File: config.mk
export PLATFORM = sky130hd
export DESIGN_NAME = gf32_mul_arbiter
export DESIGN_NICKNAME = d
export VERILOG_FILES = /design/src/rtl/gf32_mul_arbiter.sv
export SDC_FILE = /design/constraint.sdc
export NUM_CORES = 1
export LEC_CHECK = 0
export CAP_MARGIN = 20
export CORE_ASPECT_RATIO = 1.2
export CORE_MARGIN = 2
export CORE_UTILIZATION = 25
export DETAILED_ROUTE_END_ITERATION = 6
export HOLD_SLACK_MARGIN = 0.05
export PLACE_DENSITY = 0.45
export SYNTH_ARGS = -nofsm -noshare
export SYNTH_HDL_FRONTEND = slang
export SYNTH_SLANG_ARGS = --single-unit
File: constraint.sdc
create_clock -name i_clk -period 2.92 [get_ports i_clk]
set_input_delay 0.584 -clock i_clk [delete_from_list [all_inputs] [get_ports i_clk]]
set_output_delay 0.584 -clock i_clk [all_outputs]
set_load 0.005 [all_outputs]
File: src/rtl/gf32_mul_arbiter.sv
// Round-robin arbiter/sequencer sharing one 32-bit GF multiplier among N_REQ requesters.
// One operation in flight at a time; each requester keeps its own start/done handshake.
module gf32_mul_arbiter #(
    parameter int N_REQ        = 2,
    parameter int WIDTH        = 32,
    parameter int FLUSH_CYCLES = 8
) (
    input  logic                   i_clk,
    input  logic                   i_rst,
    input  logic [N_REQ-1:0]       i_start,
    input  logic [N_REQ*WIDTH-1:0] i_x,
    input  logic [N_REQ*WIDTH-1:0] i_y,
    output logic [WIDTH-1:0]       o_o,
    output logic [N_REQ-1:0]       o_done,
    output logic                   o_busy,
    output logic                   o_err,
    output logic                   o_mul_start,
    output logic [WIDTH-1:0]       o_mul_x,
    output logic [WIDTH-1:0]       o_mul_y,
    input  logic [WIDTH-1:0]       i_mul_o,
    input  logic                   i_mul_done
);

    localparam int PTR_W = (N_REQ > 1) ? $clog2(N_REQ) : 1;
    localparam int CNT_W = (FLUSH_CYCLES > 1) ? $clog2(FLUSH_CYCLES) : 1;

    typedef enum logic [1:0] {
        ST_FLUSH,
        ST_IDLE,
        ST_WAIT
    } state_t;

    state_t             state_reg, state_next;
    logic [CNT_W-1:0]   flush_cnt_reg, flush_cnt_next;
    logic [N_REQ-1:0]   pending_reg, pending_next;
    logic [PTR_W-1:0]   ptr_reg, ptr_next;
    logic [PTR_W-1:0]   owner_reg, owner_next;
    logic               mul_start_reg, mul_start_next;
    logic [WIDTH-1:0]   mul_x_reg, mul_x_next;
    logic [WIDTH-1:0]   mul_y_reg, mul_y_next;
    logic [WIDTH-1:0]   o_reg, o_next;
    logic [N_REQ-1:0]   done_reg, done_next;
    logic               err_reg, err_next;

    logic [N_REQ-1:0]   accept_vec;
    logic [N_REQ-1:0]   dup_vec;
    logic [N_REQ-1:0]   clear_vec;
    logic [WIDTH-1:0]   lat_x [N_REQ];
    logic [WIDTH-1:0]   lat_y [N_REQ];
    logic [PTR_W-1:0]   winner;
    logic               win_found;
    logic [PTR_W:0]     cand;

    // Per-requester operand latches; only written when the requester is free.
    generate
        for (genvar gi = 0; gi < N_REQ; gi++) begin : g_req
            logic [WIDTH-1:0] x_reg;
            logic [WIDTH-1:0] y_reg;

            assign accept_vec[gi] = i_start[gi] & ~pending_reg[gi];
            assign dup_vec[gi]    = i_start[gi] &  pending_reg[gi];
            assign lat_x[gi]      = x_reg;
            assign lat_y[gi]      = y_reg;

            always_ff @(posedge i_clk) begin
                if (i_rst) begin
                    x_reg <= '0;
                    y_reg <= '0;
                end else if (accept_vec[gi]) begin
                    x_reg <= i_x[WIDTH*gi +: WIDTH];
                    y_reg <= i_y[WIDTH*gi +: WIDTH];
                end
            end
        end
    endgenerate

    // First pending index at or after the pointer, wrapping modulo N_REQ.
    always_comb begin
        win_found = 1'b0;
        winner    = '0;
        cand      = '0;
        for (int i = 0; i < N_REQ; i++) begin
            cand = {1'b0, ptr_reg} + (PTR_W+1)'(i);
            if (cand >= (PTR_W+1)'(N_REQ)) begin
                cand = cand - (PTR_W+1)'(N_REQ);
            end
            if (!win_found && pending_reg[cand[PTR_W-1:0]]) begin
                win_found = 1'b1;
                winner    = cand[PTR_W-1:0];
            end
        end
    end

    always_comb begin
        state_next     = state_reg;
        flush_cnt_next = flush_cnt_reg;
        ptr_next       = ptr_reg;
        owner_next     = owner_reg;
        mul_start_next = 1'b0;
        mul_x_next     = mul_x_reg;
        mul_y_next     = mul_y_reg;
        o_next         = o_reg;
        done_next      = '0;
        clear_vec      = '0;
        err_next       = err_reg | (|dup_vec);

        case (state_reg)
            ST_FLUSH: begin
                if (flush_cnt_reg == '0) begin
                    state_next = ST_IDLE;
                end else begin
                    flush_cnt_next = flush_cnt_reg - 1'b1;
                end
            end
            ST_IDLE: begin
                if (win_found) begin
                    mul_x_next     = lat_x[winner];
                    mul_y_next     = lat_y[winner];
                    mul_start_next = 1'b1;
                    owner_next     = winner;
                    state_next     = ST_WAIT;
                end
            end
            ST_WAIT: begin
                if (i_mul_done) begin
                    o_next               = i_mul_o;
                    done_next[owner_reg] = 1'b1;
                    clear_vec[owner_reg] = 1'b1;
                    ptr_next             = (owner_reg == PTR_W'(N_REQ-1)) ? '0 : owner_reg + 1'b1;
                    state_next           = ST_IDLE;
                end
            end
            default: begin
                state_next = ST_FLUSH;
            end
        endcase

        // A requester being cleared was pending, so it cannot also be accepted.
        pending_next = (pending_reg & ~clear_vec) | accept_vec;
    end

    always_ff @(posedge i_clk) begin
        if (i_rst) begin
            state_reg     <= ST_FLUSH;
            flush_cnt_reg <= CNT_W'(FLUSH_CYCLES-1);
            pending_reg   <= '0;
            ptr_reg       <= '0;
            owner_reg     <= '0;
            mul_start_reg <= 1'b0;
            mul_x_reg     <= '0;
            mul_y_reg     <= '0;
            o_reg         <= '0;
            done_reg      <= '0;
            err_reg       <= 1'b0;
        end else begin
            state_reg     <= state_next;
            flush_cnt_reg <= flush_cnt_next;
            pending_reg   <= pending_next;
            ptr_reg       <= ptr_next;
            owner_reg     <= owner_next;
            mul_start_reg <= mul_start_next;
            mul_x_reg     <= mul_x_next;
            mul_y_reg     <= mul_y_next;
            o_reg         <= o_next;
            done_reg      <= done_next;
            err_reg       <= err_next;
        end
    end

    assign o_o         = o_reg;
    assign o_done      = done_reg;
    assign o_err       = err_reg;
    assign o_mul_start = mul_start_reg;
    assign o_mul_x     = mul_x_reg;
    assign o_mul_y     = mul_y_reg;
    assign o_busy      = (|pending_reg) | (state_reg == ST_WAIT);

endmodule

==> impl_metrics.toml <==
[outcome]
outcome = "complete, no violations"

[floorplan]
ios = 266
start_util = 0.253
die_y_um = 215
rows = 77
core_region_area_sq_um = 36700
die-width_um = 180
fp.dieArea_sq_um = 38600

[routing]
vias = 8746
drcViolationCount = 0
first_iter_violations = 470
viasPerCell = 4.76
final_antenna_net_count = 0
wl_per_cell_um = 18.2
first_pass_iters = 5
drt_wl_total_um = 33400

[worst_setup_path]
crit_required_ns = 2.34
worstReg2RegStart = "pending_reg[1]"
reg2reg_slack_ns = 0.85
crit_start = "pending_reg[1]"
crit_slowest_cell = "dfxtp_4"
crit_end = "o_busy"
crit_chain = "nor2_2 -> o21ai_0 -> clkdlybuf4s50_1"
end_kind = "output port"
cpPeakStageDelay_ns = 0.71
ff2ff_path_depth = 4
worstSetupPathType = "reg -> out"
r2r-end = "o_mul_y[5]"
cp-start-kind = "flop"
cp_max_fo = 43
worstPathArrival_ns = 2.09

[cts]
cts.repair.resized = 0
hold_buffers = 0
htree_levels = 1
cts_max_path_buffers = 3
cts_buffers = 28
cts_setup_buffers = 0
cts_root_buffer = "clkbuf_16"
cts_sinks = 237
insertion_delay_ns = 0.53
cts_tree = "yes"
clk_pin_slew_worst_paths_ns = 0.06

[sta]
min_period_ns = 2.68
layout_setup_ws_ns = 0.241
report.final.slew_viol_count = 0
skew_ns = 0.00785
rsz0062_at_grt = "false"
finalSetupTns_ns = 0
setup_violations = 0
post-route-period-util = 0.917
hold_ws_ns = 0.452
hold_violations = 0
worst_slew_pin_slew_ns = 0.877
fmax_ghz = 0.373
relSlewSlack = 0.415

[synth]
ys_seq_area_frac = 0.512
synth_top_area_share = 0.512
synthArstFlopShare = 0
netlist-cell-type-count = 33
synth_warnings = 0
synth_top_area_cell = "dfxtp_1"
yosys_most_used_dff = "dfxtp_1"
avgSynthCellArea_sq_um = 8.18
synth_edf_count = 0
syn_area_sq_um = 9270
ys_ff_latch = 237
syn-num-nets = 1301
syn_inst = 1134
synth_area_leaders = "dfxtp_1, nand2_1, a21oi_1"

[pwr]
power_density_nw_per_um2 = 584
total_power_mw = 7.75
irDropWorstVdd_mv = 0.447
p_leak_nw = 4.36

[global_routing]
track_usage = 0.168
grt_pass1_vias = 8872
grt_pass1_wl_um = 52100
grt_max_degree = 105
antenna_found_initial = 5
grt_overflow = 0

[finish]
syn_to_final_growth_pct = 43.1
fill_cells = 3856
multiInputGateArea_sq_um = 4010
fin_nets = 1509
final_util = 0.361
regArea_sq_um = 4750
drive_above_1_share = 0.0771

[place]
gp_congestion = 0.721
pre_cts_slack_ns = 0.554
hpwlAfterDp_um = 21000
portBuffers = 265

[hold_path]
hold_path_class = "reg -> reg"

[flow_run]
max-cap-violations = 0
-- synthesized netlist by cell type, types with 3 or more instances --
cell and instances:
a21oi_1 219, a21oi_2 10, a311oi_1 45, a311oi_2 20
buf_1 7, buf_2 42, buf_4 16, clkbuf_1 44
dfxtp_1 237, inv_1 5, nand2_1 322, nand2b_1 6
nand3_1 66, nor2_1 7, o21ai_0 3, o21ai_1 63
-- critical path: cells and delay by family, from the launching register on --
family	cells	cell delay [ns]
AO/OA/AOI/OAI	1	0.13
buffers and inverters	1	0.56
flip-flops	1	0.71
AND/OR/NAND/NOR	1	0.16
-- through the flow --
stage / cell area (sq um) / instances
after floorplan: 9270 / 1134
after CTS: 13300 / 1835
final: 13300 / 1838
after detailed placement: 12300 / 1786
after global routing: 13300 / 1837
after global placement: 12300 / 1786
-- area by class of cell --
cell class                      count  share of cell area
Sequential cell                   237               0.358
Multi-Input combinational cell    781               0.302
Timing Repair Buffer              288               0.224
Clock buffer                       43              0.0617
Tap cell                          474              0.0447
Clock inverter                      6             0.00792
Inverter                            6             0.00170
Antenna cell                        3            0.000566
-- where the power goes --
group | internal [mW] | switching (mW) | total, mW
Combinational | 0.361 | 0.432 | 0.794
Sequential | 3.35 | 0.0753 | 3.43
Clock | 2.17 | 1.36 | 3.53
Total | 5.89 | 1.87 | 7.75
-- how the worst min path moves through the flow --
stage                  startpoint                  to  slack (ns)  cells past startpoint
2_1_floorplan   g_req[0].y_reg[1]   g_req[0].y_reg[1]        0.43                      2
3_3_place_gp    g_req[0].y_reg[2]   g_req[0].y_reg[2]        0.44                      2
3_5_place_dp    g_req[0].y_reg[4]   g_req[0].y_reg[4]        0.45                      2
4_1_cts         g_req[0].y_reg[1]   g_req[0].y_reg[1]        0.45                      2
5_1_grt        g_req[1].x_reg[10]  g_req[1].x_reg[10]        0.47                      2
6_report       g_req[0].y_reg[31]  g_req[0].y_reg[31]        0.45                      2
-- layout by cell type, fill, tap and decap left out, types with 2 or more instances in the layout --
| master | netlist | routed |
|---|---|---|
| a211o_1 | 2 | 2 |
| nor2b_4 | 0 | 2 |
| a21oi_1 | 219 | 219 |
| dfxtp_1 | 237 | 236 |
| clkdlybuf4s50_1 | 0 | 264 |
| or3_1 | 2 | 2 |
| a21oi_2 | 10 | 10 |
| diode_2 | 0 | 3 |
| bufinv_16 | 0 | 3 |
| nor2_1 | 7 | 7 |
| clkbuf_8 | 0 | 5 |
| nand2b_1 | 6 | 3 |
| nand2_1 | 322 | 322 |
| a311oi_2 | 20 | 20 |
| nand3_1 | 66 | 66 |
| o21ai_1 | 63 | 63 |
| clkbuf_16 | 0 | 29 |
| clkinv_2 | 0 | 3 |
| buf_12 | 0 | 11 |
| clkbuf_1 | 44 | 10 |
| o21ai_0 | 3 | 3 |
| buf_4 | 16 | 12 |
| nand2b_2 | 0 | 2 |
| ha_1 | 2 | 2 |
| a311oi_1 | 45 | 45 |
| inv_1 | 5 | 5 |
-- cells by family after synthesis --
family,after synthesis,synth area share
buffers and inverters,116,0.0599
AND/OR/NAND/NOR,414,0.183
adder cells (fa/ha/maj),2,0.00270
XOR/XNOR,1,0.000945
AO/OA/AOI/OAI,364,0.242
flip-flops,237,0.512
-- metal layers --
| layer | up-vias | GRT usage | routed length [um] |
|---|---|---|---|
| li1 | 4321 | - | - |
| met2 | 261 | 0.277 | 15500 |
| met4 | 4 | 0.0466 | 784 |
| met5 | - | 0 | 26 |
| met1 | 4116 | 0.212 | 14500 |
| met3 | 44 | 0.0510 | 2620 |
(Power assumes the default switching activity.)
